[src/rtl/mode_counter.sv]
// Multi-mode counter: up/down wrap, up-saturate and one-shot down, with an enable-gated
// prescaler, synchronous load and a registered one-cycle terminal-count pulse.
module mode_counter #(
    parameter int unsigned WIDTH      = 8,
    parameter int unsigned PRESCALE_W = 4
) (
    input  logic                  clk,
    input  logic                  rst,
    input  logic                  en,
    input  logic [1:0]            mode,
    input  logic [PRESCALE_W-1:0] prescale,
    input  logic                  load,
    input  logic [WIDTH-1:0]      load_val,
    output logic [WIDTH-1:0]      count,
    output logic                  tc,
    output logic                  done
);

    typedef enum logic {
        StRun,
        StHalt
    } state_e;

    localparam logic [WIDTH-1:0] MaxVal = {WIDTH{1'b1}};
    localparam logic [WIDTH-1:0] ZeroVal = {WIDTH{1'b0}};
    localparam logic [WIDTH-1:0] OneVal = {{(WIDTH-1){1'b0}}, 1'b1};
    localparam logic [PRESCALE_W-1:0] POne = {{(PRESCALE_W-1){1'b0}}, 1'b1};

    state_e                  state_q, state_d;
    logic [WIDTH-1:0]        count_q, count_d;
    logic [PRESCALE_W-1:0]   pcnt_q, pcnt_d;
    logic                    tc_q, tc_d;
    logic                    done_q, done_d;

    logic [WIDTH-1:0]        count_inc;
    logic [WIDTH-1:0]        count_dec;
    logic                    step;
    logic                    load_halts;

    assign count_inc = count_q + OneVal;
    assign count_dec = count_q - OneVal;
    assign step      = (state_q == StRun) && en && (pcnt_q == prescale);

    // A load that already sits at the saturating mode's terminal value parks immediately.
    assign load_halts = ((mode == 2'b10) && (load_val == MaxVal)) ||
                        ((mode == 2'b11) && (load_val == ZeroVal));

    always_comb begin
        state_d = state_q;
        count_d = count_q;
        pcnt_d  = pcnt_q;
        tc_d    = 1'b0;

        if (load) begin
            count_d = load_val;
            pcnt_d  = '0;
            state_d = load_halts ? StHalt : StRun;
        end else if (step) begin
            pcnt_d = '0;
            unique case (mode)
                2'b00: begin
                    count_d = count_inc;
                    tc_d    = (count_q == MaxVal);
                end
                2'b01: begin
                    count_d = count_dec;
                    tc_d    = (count_q == ZeroVal);
                end
                2'b10: begin
                    count_d = count_inc;
                    if (count_inc == MaxVal) begin
                        tc_d    = 1'b1;
                        state_d = StHalt;
                    end
                end
                2'b11: begin
                    count_d = count_dec;
                    if (count_dec == ZeroVal) begin
                        tc_d    = 1'b1;
                        state_d = StHalt;
                    end
                end
                default: ;
            endcase
        end else if ((state_q == StRun) && en) begin
            // Lowering prescale below pcnt lets pcnt run on and wrap before matching.
            pcnt_d = pcnt_q + POne;
        end

        done_d = (state_d == StHalt);
    end

    always_ff @(posedge clk) begin
        if (rst) begin
            state_q <= StRun;
            count_q <= '0;
            pcnt_q  <= '0;
            tc_q    <= 1'b0;
            done_q  <= 1'b0;
        end else begin
            state_q <= state_d;
            count_q <= count_d;
            pcnt_q  <= pcnt_d;
            tc_q    <= tc_d;
            done_q  <= done_d;
        end
    end

    assign count = count_q;
    assign tc    = tc_q;
    assign done  = done_q;

endmodule
[config.mk]
export PLATFORM = sky130hd
export DESIGN_NAME = mode_counter
export DESIGN_NICKNAME = d
export VERILOG_FILES = /design/src/rtl/mode_counter.sv
export SDC_FILE = /design/constraint.sdc
export NUM_CORES = 1
export LEC_CHECK = 0
export ABC_AREA = 1
export CAP_MARGIN = 25
export CORE_MARGIN = 10
export CORE_UTILIZATION = 54
export CTS_BUF_LIST = sky130_fd_sc_hd__clkbuf_8 sky130_fd_sc_hd__clkbuf_16
export CTS_CLUSTER_SIZE = 25
export DETAILED_ROUTE_END_ITERATION = 16
export PLACE_DENSITY = 0.85
export SYNTH_ARGS = -nofsm -noshare
export SYNTH_HDL_FRONTEND = slang
export SYNTH_SLANG_ARGS = --single-unit
export TNS_END_PERCENT = 10
[constraint.sdc]
create_clock -name clk -period 3.3 [get_ports clk]
set_clock_uncertainty 0.05 [all_clocks]
set_input_delay 0.33 -clock clk [delete_from_list [all_inputs] [get_ports clk]]
set_output_delay 0.33 -clock clk [all_outputs]
set_load 0.005 [all_outputs]
After elaboration in Yosys (flattened, before gate mapping):

Cells that the tools add are included.

* flip-flop bits (word level): 14
* output and inout bits: 10
* logic and storage cells: 46

* add/subtract/negate cells: 3
* equality and inequality tests: 9
* multiplexer cells: 12
* bitwise operators: 2
* reductions and logical operators: 16

Operator list (number)
* $eq 8x8->1 const B: 3
* $logic_not 8->1: 3
* $mux 8: 2
* $pmux 8 s2: 1
* $add 8x1->8 const B: 1
* $sub 8x1->8 const B: 1
* $mux 1: 7
* $ne 3x2->1 const B: 2
* $reduce_or 3->1: 2
* $add 4x1->4 const B: 1
* $eq 2x2->1 const B: 2
* $eq 4x4->1: 1
* $logic_and 1x1->1: 4
* $pmux 1 s4: 1
* $reduce_and 4->1: 1
* $reduce_or 2->1: 2
* $reduce_bool 3->1: 1
* $eq 2x1->1 const B: 1
* $logic_not 2->1: 1
* $not 1->1: 2
* $pmux 1 s2: 1
* $reduce_bool 2->1: 1
* $logic_or 1x1->1: 1

Longest topological paths before layout:

* depth in word-level cells: 6
* depth in mapped cells: 12
* depth with buffers taken out: 12

Worst setup path after synthesis:

No wires, ideal clock.

* kind: register to register
* from: reg count_q[0] (netlist: count[0])
* to: reg done_q (netlist: done)
* library setup time: 0.066 ns
* arrival time: 1.506 ns
* required time: 3.184 ns
* path slack: 1.678 ns
* stages on the path, launching flop included: 10
* clock period less this slack: 1.622 ns
* cells stage by stage: dfxtp_1 > inv_1 > ha_1 > xnor2_1 > nand3_1 > nor2_1 > nand3_2 > nand2_1 > nand3_2 > a21oi_2

* word-level cells in the longest chain between the ends: 4
* elaborated cells between the ends (all ways): 7
* those cells by class: add/sub: 2; eq/ne: 3; reduce/logical: 2

RTL lines
* from (decl): RTL line 30 `logic [WIDTH-1:0] count_q, count_d;`
* from (signal assigned): RTL line 102 `count_q <= count_d;`
* $add 8x1->8 / $sub 8x1->8 (equally long branches): RTL line 40, 41
* $eq 8x8->1 / $logic_not 8->1 (equally long branches): RTL line 71, 78
* $ne 3x2->1 (no line)
* $reduce_and 4->1 (no line) *
* to (signal assigned): RTL line 105 `done_q <= done_d;`
* to (decl): RTL line 33 `logic done_q, done_d;`

Every way passes the cells marked *; elsewhere a longest branch is shown, timed or not.
A chain may end at the register's enable or synchronous reset.

Worst setup path in the final report:

Same ends and word-level chain as after synthesis.

==> insert_results.sql <==
INSERT INTO impl_metrics (metric_group, metric, value, unit) VALUES
('status', 'outcome', 'complete, no violations', ''),
('clock_tree', 'clkSlewWorstSetupHoldPaths', '0.06', 'ns'),
('drt', 'drc', '0', ''),
('power_and_ir_drop', 'power.internal', '0.3425', 'mW'),
('clock_tree', 'cts_sinks', '14', ''),
('clock_tree', 'number_of_buffers_inserted_during_clock_tree_synthesis', '3', ''),
('global_route', 'vias_in_the_first_global_route', '1382', ''),
('finish', 'post-route-util', '71.38', '%'),
('drt', 'post_drt_wl_per_cell', '13.98', 'um'),
('finish', 'design_area', '1579', 'um2'),
('flow_run', 'max_cap_viol_count', '0', ''),
('setup_path', 'cp_max_fo', '8', ''),
('timing', 'finalHoldViolations', '0', ''),
('clock_tree', 'cts_hold_buffers', '0', ''),
('power_and_ir_drop', 'power.share.clock', '34.0', '%'),
('setup_path', 'cp_data_required_time', '3.44', 'ns'),
('drt', 'detail-route-antenna-nets', '0', ''),
('placed_design', 'port-buffer-count', '27', ''),
('timing', 'timing.setup.tns', '0', 'ns'),
('finish', 'antenna-diode-count', '0', ''),
('synthesis', 'yosys.area.top_type_share', '22.42', '%'),
('synthesis', 'synth.lib_cells_used.distinct', '30', ''),
('timing', 'rsz0062_at_grt', 'false', ''),
('synthesis', 'synth_warnings', '0', ''),
('synthesis', 'synth.area.top_cells', 'dfxtp_1 (22%), nand2_1 (18%), nor2_1 (6.6%)', ''),
('power_and_ir_drop', 'gate_power_share', '27.1', '%'),
('timing', 'max_slew_margin', '66.05', '%'),
('clock_tree', 'ctsLongestPathBuffers', '2', ''),
('power_and_ir_drop', 'leakage', '0.6432', 'nW'),
('power_and_ir_drop', 'powerDensity', '312.1', 'nW/um2'),
('synthesis', 'synth_area_per_cell', '6.188', 'um2'),
('finish', 'most_frequent_cells_in_the_layout', 'nand2_1 (60), clkdlybuf4s50_1 (27), nor2_1 (22)', ''),
('die', 'design.core.area', '2212', 'um2'),
('timing', 'period_utilisation_layout', '57.52', '%'),
('timing', 'final.setup.worst_slack', '1.402', 'ns'),
('setup_path', 'endpoint_kind', 'register', ''),
('timing', 'worst_pin_slew', '0.5086', 'ns'),
('setup_path', 'reg2reg_setup_slack', '1.40', 'ns'),
('synthesis', 'post-synth-top-area-cell', 'dfxtp_1', ''),
('placed_design', 'dpl.cell_count', '252', ''),
('drt', 'routed_wl', '3580', 'um'),
('drt', 'number_of_iterations_in_the_first_detailed_routing_pass', '4', ''),
('timing', 'layout_min_cycle_time', '1.898', 'ns'),
('finish', 'final_net_count', '253', ''),
('timing', 'maxSlewViolCount', '0', ''),
('clock_tree', 'cts_setup_buffers', '0', ''),
('drt', 'vias_after_detailed_routing', '1453', ''),
('die', 'floorplan.die_area', '4639', 'um2'),
('setup_path', 'startpoint_type', 'register', ''),
('power_and_ir_drop', 'power.switching_fraction', '30.49', '%'),
('synthesis', 'netlist_instances', '202', ''),
('global_route', 'grt_first_pass_wirelength', '6030', 'um'),
('timing', 'finalSetupViolCount', '0', ''),
('synthesis', 'synth-seq-area-share', '22.42', '%'),
('drt', 'vias_per_cell', '5.676', ''),
('global_route', 'grt_util_all_layers', '16.35', '%'),
('power_and_ir_drop', 'report.power.total', '0.4928', 'mW'),
('die', 'die_h', '68.11', 'um'),
('clock_tree', 'clk-insertion-delay-late', '0.25', 'ns'),
('finish', 'final_cells', '256', ''),
('power_and_ir_drop', 'pwr-share-seq', '38.9', '%'),
('power_and_ir_drop', 'ir_worst_vdd', '0.0002993', 'V'),
('synthesis', 'synth_seq_cells', '14', ''),
('placed_design', 'place_hpwl', '2813', 'um'),
('clock_tree', 'cts_resized', '0', ''),
('global_route', 'grt_max_degree', '14', ''),
('finish', 'share_of_layout_cells_above_drive_strength_1', '8.333', '%'),
('finish', 'fill_cells', '207', ''),
('placed_design', 'standard_cell_area_after_detailed_placement', '1524', 'um2'),
('clock_tree', 'htree_num_levels', '1', ''),
('synthesis', 'synth_fp_nets', '226', '');
==> kinds of logic (layout without fill, tap and decap cells) <==
group	Yosys count	in the layout	share of synthesized area [%]
buffers and inverters	28	54	9.408
XOR/XNOR	7	7	4.905
flip-flops	14	14	22.42
adder cells (fa/ha/maj)	6	6	6.006
AND/OR/NAND/NOR	119	119	44.24
AO/OA/AOI/OAI	28	28	13.01
==> flip-flops by register name, summed over array words and instances (netlist names) <==
signal and count:
pcnt_q 4, tc 1, done 1, count 8
==> area by class of cell <==
type	instances	area (um2)	area share (%)
inverters	23	86.33	5.468
clock buffers	4	55.05	3.487
flip-flops and latches	14	280.3	17.75
multi-input cells	160	852.1	53.96
repair buffers	27	270.3	17.12
well taps	28	35.03	2.219
==> final timing paths <==
path | cells after the start | end | from
max | 9 | done | count[0]
min | 2 | done | done
max reg2reg | 9 | done | count[0]
min reg2reg | 2 | done | done
==> cells in the mapped netlist (all sizes together) <==
library cell,number
nor3,2
buf,4
clkbuf,1
o211ai,2
nand2,62
ha,6
nor4,2
o21ai,11
nor2,28
xnor2,2
a31oi,7
nand3,19
inv,22
a21oi,6
xor2,5
dfxtp,14
a22oi,1
o21bai,1
nand4,6
clkinv,1
==> layer usage <==
layer / vias up / routed length [um] / share of wire, % / global-route usage, %
li1: 713 / - / - / -
met4: 0 / 71 / 2.0 / 6.784
met2: 69 / 1733 / 48 / 28.37
met1: 662 / 1469 / 41 / 18.90
met5: - / 0 / 0 / 0
met3: 9 / 305 / 8.5 / 3.589
==> power by group through the flow <==
| stage | clock network, mW | logic, mW | registers, mW |
|---|---|---|---|
| global route | 0.183 | 0.150 | 0.193 |
| CTS | 0.171 | 0.133 | 0.191 |
| detailed placement | 0 | 0.130 | 0.195 |
| floorplan | 0 | 0.0837 | 0.189 |
| global placement | 0 | 0.127 | 0.194 |
| finish | 0.168 | 0.134 | 0.192 |
==> critical path, cell delays in order, from the launching register on <==
cell and delay (ns):
dfxtp_1 0.46, inv_1 0.20, ha_1 0.31, xnor2_1 0.21, nand3_1 0.10, nor2_1 0.12, nand3_2 0.11, nand2_1 0.09
nand3_2 0.07, a21oi_2 0.12
Note: power is estimated with default switching activity, not from simulation.
